`src/rtl/sap1_pkg.sv`:
```
// sap1_pkg - shared definitions for the SAP-1 core.
//   state_e      : control unit state encodings (FETCH/DECODE/EXECUTE/illegal)
//   OP_*         : 4-bit opcode constants carried in the IR high nibble
//   OPCODE_W     : opcode field width
//   OPERAND_LSB  : low bit of the operand field (the operand is ADDR_W wide)
package sap1_pkg;

  typedef enum logic [1:0] {
    ST_FETCH   = 2'b00,
    ST_DECODE  = 2'b01,
    ST_EXECUTE = 2'b10,
    ST_ILLEGAL = 2'b11
  } state_e;

  localparam logic [3:0] OP_NOP = 4'h0;
  localparam logic [3:0] OP_LDA = 4'h1;
  localparam logic [3:0] OP_ADD = 4'h2;
  localparam logic [3:0] OP_SUB = 4'h3;
  localparam logic [3:0] OP_STA = 4'h4;
  localparam logic [3:0] OP_AND = 4'h5;
  localparam logic [3:0] OP_OR  = 4'h6;
  localparam logic [3:0] OP_XOR = 4'h7;
  localparam logic [3:0] OP_JMP = 4'h8;
  localparam logic [3:0] OP_JZ  = 4'h9;
  localparam logic [3:0] OP_OUT = 4'hE;
  localparam logic [3:0] OP_HLT = 4'hF;

  // IR field layout: opcode = ir[DATA_W-1 -: OPCODE_W], operand = ir[OPERAND_LSB +: ADDR_W]
  localparam int OPCODE_W    = 4;
  localparam int OPERAND_LSB = 0;

endpackage

```
`src/rtl/instruction_fetch_unit_if.sv`:
```
// instruction_fetch_unit_if - bundles the control-unit, RAM and debug signals
// of the instruction fetch unit.
//   master : fetch unit side (drives mem_addr, opcode, operand, pc, halted, instr_count)
//   slave  : control unit / RAM / observer side (drives state, pc_inc, pc_jmp,
//            mem_read, mem_data)
interface instruction_fetch_unit_if
  import sap1_pkg::*;
#(
  parameter int ADDR_W = 4,
  parameter int DATA_W = 8,
  parameter int CNT_W  = 8
);

  logic [1:0]          state;
  logic                pc_inc;
  logic                pc_jmp;
  logic                mem_read;
  logic [DATA_W-1:0]   mem_data;
  logic [ADDR_W-1:0]   mem_addr;
  logic [OPCODE_W-1:0] opcode;
  logic [ADDR_W-1:0]   operand;
  logic [ADDR_W-1:0]   pc;
  logic                halted;
  logic [CNT_W-1:0]    instr_count;

  modport master (
    input  state, pc_inc, pc_jmp, mem_read, mem_data,
    output mem_addr, opcode, operand, pc, halted, instr_count
  );

  modport slave (
    output state, pc_inc, pc_jmp, mem_read, mem_data,
    input  mem_addr, opcode, operand, pc, halted, instr_count
  );

endinterface

```
`src/rtl/program_counter.sv`:
```
// program_counter - ADDR_W-bit program counter.
//   clk      in  : clock
//   reset    in  : asynchronous active-high reset, pc -> 0
//   inc      in  : pc <- pc + 1 (wraps modulo 2^ADDR_W)
//   load     in  : pc <- load_val, wins over inc
//   load_val in  : jump target
//   pc       out : current program counter
module program_counter #(
  parameter int ADDR_W = 4
) (
  input  logic              clk,
  input  logic              reset,
  input  logic              inc,
  input  logic              load,
  input  logic [ADDR_W-1:0] load_val,
  output logic [ADDR_W-1:0] pc
);

  logic [ADDR_W-1:0] pc_reg;
  logic [ADDR_W-1:0] pc_next;

  always_comb begin
    pc_next = pc_reg;
    if (load) begin
      pc_next = load_val;
    end else if (inc) begin
      pc_next = pc_reg + 1'b1;  // natural overflow gives the 15 -> 0 wrap
    end
  end

  always_ff @(posedge clk or posedge reset) begin
    if (reset) begin
      pc_reg <= '0;
    end else begin
      pc_reg <= pc_next;
    end
  end

  assign pc = pc_reg;

endmodule

```
`src/rtl/instruction_fetch_unit.sv`:
```
// instruction_fetch_unit - PC, IR, halt detection and executed-instruction
// counter of the SAP-1 core; drives the program/data RAM address.
//   clk   in : clock, all state changes on the rising edge
//   reset in : asynchronous active-high reset
//   bus       (master modport of instruction_fetch_unit_if):
//     state/pc_inc/pc_jmp/mem_read in : control unit commands
//     mem_data in                     : RAM read data (combinational)
//     mem_addr out                    : RAM address (operand for EXECUTE reads, else pc)
//     opcode/operand out              : IR fields
//     pc out, halted out              : program counter, sticky HLT flag
//     instr_count out                 : completed EXECUTE cycles, saturating
module instruction_fetch_unit
  import sap1_pkg::*;
#(
  parameter int ADDR_W = 4,
  parameter int DATA_W = 8,
  parameter int CNT_W  = 8
) (
  input  logic                      clk,
  input  logic                      reset,
  instruction_fetch_unit_if.master  bus
);

  state_e            state;
  logic [DATA_W-1:0] ir_reg;
  logic [DATA_W-1:0] ir_next;
  logic              halted_reg;
  logic              halted_next;
  logic [CNT_W-1:0]  count_reg;
  logic [CNT_W-1:0]  count_next;

  logic [OPCODE_W-1:0] opcode;
  logic [ADDR_W-1:0]   operand;
  logic [ADDR_W-1:0]   pc;
  logic                is_fetch;
  logic                is_exec;
  logic                run_exec;

  assign state    = state_e'(bus.state);
  assign is_fetch = (state == ST_FETCH);
  assign is_exec  = (state == ST_EXECUTE);
  // Every architectural update in EXECUTE is gated by the halt flag.
  assign run_exec = is_exec && !halted_reg;

  assign opcode  = ir_reg[DATA_W-1 -: OPCODE_W];
  assign operand = ir_reg[OPERAND_LSB +: ADDR_W];

  program_counter #(
    .ADDR_W (ADDR_W)
  ) u_program_counter (
    .clk      (clk),
    .reset    (reset),
    .inc      (run_exec && bus.pc_inc),
    .load     (run_exec && bus.pc_jmp),
    .load_val (operand),
    .pc       (pc)
  );

  always_comb begin
    ir_next     = ir_reg;
    halted_next = halted_reg;
    count_next  = count_reg;
    if (is_fetch && bus.mem_read && !halted_reg) begin
      ir_next = bus.mem_data;
    end
    // HLT sets the flag on its own EXECUTE edge; nothing clears it but reset.
    if (is_exec && opcode == OP_HLT) begin
      halted_next = 1'b1;
    end
    if (run_exec && count_reg != {CNT_W{1'b1}}) begin
      count_next = count_reg + 1'b1;
    end
  end

  always_ff @(posedge clk or posedge reset) begin
    if (reset) begin
      ir_reg     <= '0;
      halted_reg <= 1'b0;
      count_reg  <= '0;
    end else begin
      ir_reg     <= ir_next;
      halted_reg <= halted_next;
      count_reg  <= count_next;
    end
  end

  // Data reads in EXECUTE address the operand; everything else addresses the PC.
  assign bus.mem_addr    = (is_exec && bus.mem_read) ? operand : pc;
  assign bus.opcode      = opcode;
  assign bus.operand     = operand;
  assign bus.pc          = pc;
  assign bus.halted      = halted_reg;
  assign bus.instr_count = count_reg;

endmodule

```
`src/flat_wrapper.sv`:
```
// flat-port wrapper written by rule: the top's interface ports become plain ports
module instruction_fetch_unit_flat import sap1_pkg::*;
#(
  parameter int ADDR_W = 4,
  parameter int DATA_W = 8,
  parameter int CNT_W  = 8
)
  (clk, reset, bus_state, bus_pc_inc, bus_pc_jmp, bus_mem_read, bus_mem_data, bus_mem_addr, bus_opcode, bus_operand, bus_pc, bus_halted, bus_instr_count);
  instruction_fetch_unit_if #(.ADDR_W(ADDR_W), .DATA_W(DATA_W), .CNT_W(CNT_W)) bus_i ();
  input  logic clk;
  input  logic reset;
  input wire logic [$bits(bus_i.state)-1:0] bus_state;
  input wire logic [$bits(bus_i.pc_inc)-1:0] bus_pc_inc;
  input wire logic [$bits(bus_i.pc_jmp)-1:0] bus_pc_jmp;
  input wire logic [$bits(bus_i.mem_read)-1:0] bus_mem_read;
  input wire logic [$bits(bus_i.mem_data)-1:0] bus_mem_data;
  output wire logic [$bits(bus_i.mem_addr)-1:0] bus_mem_addr;
  output wire logic [$bits(bus_i.opcode)-1:0] bus_opcode;
  output wire logic [$bits(bus_i.operand)-1:0] bus_operand;
  output wire logic [$bits(bus_i.pc)-1:0] bus_pc;
  output wire logic [$bits(bus_i.halted)-1:0] bus_halted;
  output wire logic [$bits(bus_i.instr_count)-1:0] bus_instr_count;
  assign bus_i.state = bus_state;
  assign bus_i.pc_inc = bus_pc_inc;
  assign bus_i.pc_jmp = bus_pc_jmp;
  assign bus_i.mem_read = bus_mem_read;
  assign bus_i.mem_data = bus_mem_data;
  assign bus_mem_addr = bus_i.mem_addr;
  assign bus_opcode = bus_i.opcode;
  assign bus_operand = bus_i.operand;
  assign bus_pc = bus_i.pc;
  assign bus_halted = bus_i.halted;
  assign bus_instr_count = bus_i.instr_count;
  instruction_fetch_unit #(.ADDR_W(ADDR_W), .DATA_W(DATA_W), .CNT_W(CNT_W)) u_core (.clk(clk), .reset(reset), .bus(bus_i));
endmodule
```
`config.mk`:
```
export PLATFORM = sky130hd
export DESIGN_NAME = instruction_fetch_unit_flat
export DESIGN_NICKNAME = d
export VERILOG_FILES = /design/src/rtl/sap1_pkg.sv /design/src/rtl/instruction_fetch_unit_if.sv /design/src/rtl/program_counter.sv /design/src/rtl/instruction_fetch_unit.sv /design/src/flat_wrapper.sv
export SDC_FILE = /design/constraint.sdc
export NUM_CORES = 1
export LEC_CHECK = 0
export CORE_MARGIN = 10
export CORE_UTILIZATION = 47
export CTS_CLUSTER_SIZE = 10
export DETAILED_ROUTE_END_ITERATION = 8
export PLACE_DENSITY = 0.83
export SLEW_MARGIN = 5
export SYNTH_ARGS = -nofsm -noshare
export SYNTH_HDL_FRONTEND = slang
export SYNTH_SLANG_ARGS = --single-unit
```
`constraint.sdc`:
```
create_clock -name clk -period 3.17 [get_ports clk]
set_input_delay 0.4755 -clock clk [delete_from_list [all_inputs] [get_ports clk]]
set_output_delay 0.4755 -clock clk [all_outputs]
set_load 0.02 [all_outputs]
```
# Word-level counts from Yosys, hierarchy flattened
# Cells that the tools add are included.
classes:
  add_sub_neg: 2
  n_eq_ne: 3
  muxes: 3
  n_reduce_logical: 11
op_table:
  columns: ["operator", "n"]
  rows:
  - ["4-bit 2-to-1 mux", 3]
  - ["8-bit by 1-bit adder with 8-bit output (second input constant)", 1]
  - ["1-bit logical AND", 8]
  - ["8-bit != test (second input constant)", 1]
  - ["4-bit by 1-bit adder with 4-bit output (second input constant)", 1]
  - ["4-bit == test (second input constant)", 1]
  - ["2-bit == test (second input constant)", 1]
  - ["2-bit zero test", 1]
  - ["2-bit nonzero test", 1]
  - ["1-bit zero test", 1]
word_totals:
  regBits: 21
  in_bits: 15
  output_inout_bits: 25
  wordCells: 23

# Longest topological paths before layout
# Gate-level depths: netlist (run 1).
depth:
  ltp_word: 5
  depth_mapped: 5

# By module
# A second synthesis (run 1) with hierarchy kept.
unflattened:
  hier_cells: 84
  area_unflattened_um2: 1061.0
by_module_without_submodules:
  columns: ["mod", "instances", "cells_per_inst", "area_each_um2", "seq_area_each_um2"]
  rows:
  - ["instruction_fetch_unit", 1, 65, 860.8, 425.4]
  - ["program_counter", 1, 19, 200.2, 100.1]

# Least setup slack after synthesis (run 1)
# Ideal clock, no wire load.
synth_timing:
  path_type: "flip-flop to flip-flop"
  from: "register u_core.count_reg[0], in the netlist u_core.bus.instr_count[0]"
  to: "register u_core.count_reg[1], in the netlist u_core.bus.instr_count[1]"
  setup_ps: 125
  t_arrival_ps: 1512
  required_ps: 3045
  setup_slack_ps: 1533
  stages_incl_launch_ff: 6
  path_buffers: 1
  path_cell_list: "dfrtp_1 -> ha_1 -> and3_1 -> clkbuf_1 -> a21o_1 -> mux2_4"
synth_between:
  elab_chain_cells: 2
  elab_cells_between_ends: 3
synth_rtl:
  columns: ["element", "line_no", "text"]
  rows:
  - ["start, declared", "instruction_fetch_unit.sv:29", "logic [CNT_W-1:0] count_reg;"]
  - ["start signal, assigned", "instruction_fetch_unit.sv:83", "count_reg <= count_next;"]
  - ["branches (longest 2 deep; another with 8-bit by 1-bit adder with 8-bit output)", null, null]
# Parallel ways; which one is timed is not known.
# A chain may end at the register's enable or synchronous reset.

# Worst setup path in the final report (run 1)
layout_timing:
  from: "input port bus_state[1]"
  to: "output port bus_mem_addr[2]"
layout_between:
  elab_chain_cells: 3
layout_rtl:
  columns: ["element", "line_no", "text"]
  rows:
  - ["start, declared", "flat_wrapper.sv:12", "input wire logic [$bits(bus_i.state)-1:0] bus_state;"]
  - ["2-bit == test", "instruction_fetch_unit.sv:41", "assign is_exec = (state == ST_EXECUTE);"]
  - ["1-bit logical AND", "instruction_fetch_unit.sv:88", "assign bus.mem_addr = (is_exec && bus.mem_read) ? operand : pc;"]
  - ["4-bit 2-to-1 mux", "instruction_fetch_unit.sv:88", null]
  - ["end, declared", "flat_wrapper.sv:17", "output wire logic [$bits(bus_i.mem_addr)-1:0] bus_mem_addr;"]
# No other way between the ends.

==> metrics.md, run 1 <==
| Metric | Value |
|---|---|
| Top-count cell post-synth | dfrtp_1 |
| Global-route wire length before repair | 4790 um |
| Crit share post-route | 0.889 |
| Gr usage total | 0.134 |
| Synth async-reset ratio | 1.00 |
| Fmax | 0.355 GHz |
| Synth cell count leaders | 21 x dfrtp_1, 9 x mux2_4, 8 x a21oi_1 |
| Final net count | 150 |
| Post-DRT Antenna Nets | 0 |
| Synth area leaders | dfrtp_1 47%, mux2_4 12%, mux2_2 5.1% |
| Seq cells post-synth | 21 |
| Post-synth cell types | 35 |
| Leakage | 0.648 nW |
| Min cycle time layout | 2.82 ns |
| Max Root-Sink Buffers | 2 |
| RSZ-0062 raised after global routing | no |
| Worst relative slew slack | 0.483 |
| Yosys top cell by area | dfrtp_1 |
| FF-to-FF Start | u_core.bus.halted$_DFFE_PP0P_ |
| HP Class | flop to flop |
| Die width | 68.7 um |
| Syn nets | 109 |
| Slew Viols, Final | 0 |
| CTS hold repair buffers | 0 |
| DRC violations left | 0 |
| Post-synth top flop | dfrtp_1 |
| Sequential-to-total area share from yosys stat | 0.472 |
| Worst Path Required | 2.69 ns |
| Yosys top cell area share | 0.472 |
| Reg2reg setup slack | 1.51 ns |
| CTS tree | done |
| Area Overhead vs Synth | 39.4% |
| Core ar. | 0.00223 sq mm |
| Share of post-route cells with drive strength above 1 | 0.152 |
| Vias in the first global route | 982 |
| Hold path start | u_core.bus.instr_count[2]$_DFFE_PP0P_ |
| CP max FO | 5 |
| Vias per cell | 5.81 |
| Ports | 40 |
| Drt first pass iters | 4 |
| # rows | 17 |
| Post-CTS setup buffer count | 0 |
| Vias | 930 |
| Syn Inst Count | 92 |
| Worst Setup EP | bus_mem_addr[2] |
| Reg area | 526 sq um |
| Mapped Avg Cell Area | 12.1 sq um |
| Pin count of the biggest net entering global routing | 22 |
| Per-cell routed wire length | 18.2 um |
| Arrival time at the worst endpoint | 2.34 ns |
| Initial antenna violation count | 0 |
| Multi-input logic area | 568 sq um |
| Peak VDD IR | 0.647 mV |
| Gpl congestion | 0.756 |
| Chip Height | 68.7 um |
| Max-cap violations | 0 |
| Critical path startpoint | bus_state[1] |
| Power per cell area | 964 mW/mm^2 |
| Syn Std Cell Area | 0.00111 sq mm |
| Reg clk slew, reported paths | 0.12 ns |
| Worst slew pin tran | 0.774 ns |
| Fin Setup TNS | 0 ns |
| Clock Skew | 0.00180 ns |
| Global route total overflow | 0 |
| Final setup vio count | 0 |
| Post-CTS Resized | 0 |
| YS warnings | 0 |
| DRT iter0 DRCs | 33 |
| CP endpoint kind | output port |
| Root Driver | clkbuf_4 |
| Status | complete, no violations |
| Hold depth | 1 |
| Critical Path Start Type | input pin |
| H-Tree Depth | 1 |
| CTS sink cnt | 21 |
| Worst Reg-to-Reg Cells | 2 |
| Initial Util | 0.499 |
| Antenna Diode Count | 0 |
| Fillers | 168 |
| CTS Buf Count | 3 |
| EDFF count, synth | 0 |
| Final Hold Vio Count | 0 |
| WS Path Type | input pin to output port |
| Overall routed net length | 2910 um |
| Clk Latency, worst-skew pair | 0.30 ns |
| Worst r2r dst | u_core.ir_reg[5]$_DFFE_PP0P_ |
| PortBufs | 39 |
| Detailed-placement wirelength estimate | 2320 um |
| Total die area | 0.00472 sq mm |
| Hold WS | 0.540 ns |
## where the power goes
group | leakage [nW] | switching, W | total [W] | internal, W
clock network | 0.0150 | 0.0000816 | 0.000131 | 0.0000490
logic | 0.377 | 0.000375 | 0.000817 | 0.000442
registers | 0.256 | 0.000161 | 0.000549 | 0.000388
total | 0.648 | 0.000618 | 0.00150 | 0.000879
## stage by stage
stage                     setup slack, ns  std cells  power (W)  instance area (sq um)   util
after floorplan                      1.53         92   0.000967                   1110      -
after global placement              0.475        156    0.00136                   1530  0.683
after detailed placement            0.353        156    0.00138                   1530  0.683
after CTS                           0.351        160    0.00151                   1550  0.695
after global routing                0.262        160    0.00160                   1550  0.695
final                               0.352        160    0.00150                   1550  0.695
## worst min-delay path by stage
stage and end:
2_1_floorplan u_core.bus.halted$_DFFE_PP0P_, 3_3_place_gp u_core.bus.instr_count[2]$_DFFE_PP0P_, 3_5_place_dp u_core.bus.halted$_DFFE_PP0P_, 4_1_cts u_core.bus.instr_count[2]$_DFFE_PP0P_, 5_1_grt u_core.bus.instr_count[2]$_DFFE_PP0P_, 6_report u_core.bus.instr_count[2]$_DFFE_PP0P_
## final cells by class
| type | count | area share |
|---|---|---|
| well taps | 28 | 0.0226 |
| clock buffers | 4 | 0.0169 |
| repair buffers | 39 | 0.251 |
| multi-input cells | 66 | 0.366 |
| inverters | 2 | 0.00483 |
| flip-flops and latches | 21 | 0.338 |
## metal layers
| metal | share of wire | GRT usage |
|---|---|---|
| met5 | 0 | 0 |
| met3 | 0.072 | 0.0596 |
| met4 | 0.0069 | 0.0452 |
| met2 | 0.52 | 0.228 |
| met1 | 0.41 | 0.146 |
## critical path, stage by stage
cell and delay, ns:
clkdlybuf4s50_1 0.59, nor2b_1 0.22, nand2_1 0.17, mux2_2 0.27
clkdlybuf4s50_1 0.62
## logic make-up (layout without fill, tap and decap cells)
family / Yosys count / in the layout / synth area share
fa+ha+maj: 2 / 2 / 0.0225
mux: 15 / 15 / 0.182
simple gates: 23 / 23 / 0.151
buf+inv: 5 / 45 / 0.0180
compound gates: 25 / 25 / 0.147
xor+xnor: 1 / 1 / 0.00787
flops: 21 / 21 / 0.472
## layout by cell type, fill, tap and decap left out
cell type         n
clkdlybuf4s50_1  39
dfrtp_1          21
mux2_4            9
a21oi_1           8
mux2_2            5
and3_1            4
nor2_1            3
o2bb2ai_1         3
clkbuf_4          3
o21ai_1           2
a22oi_1           2
o21ai_0           2
nand2b_1          2
nand2_1           2
nand4b_1          2
and4_1            2
inv_1             2
a211oi_1          2
ha_1              2
nor3b_2           1
or3b_1            1
and3b_1           1
a32oi_1           1
nor4b_4           1
nor2b_1           1
a31o_2            1
nor3_1            1
a21o_1            1
xnor2_1           1
a21boi_0          1
a31oi_1           1
nand3_1           1
a41oi_1           1
nand4_1           1
mux2_1            1
clkbuf_1          1
(Power assumes the default switching activity.)
==> run 2, diff against run 1 <==
--- a/config.mk
+++ b/config.mk
@@ -5,6 +5,7 @@
 export SDC_FILE = /design/constraint.sdc
 export NUM_CORES = 1
 export LEC_CHECK = 0
+export ABC_CLOCK_PERIOD_IN_PS = 3170
 export CORE_MARGIN = 10
 export CORE_UTILIZATION = 47
 export CTS_CLUSTER_SIZE = 10
==> results of run 2 <==
No change in the layout: final DEF, timing and power equal those of run 1.
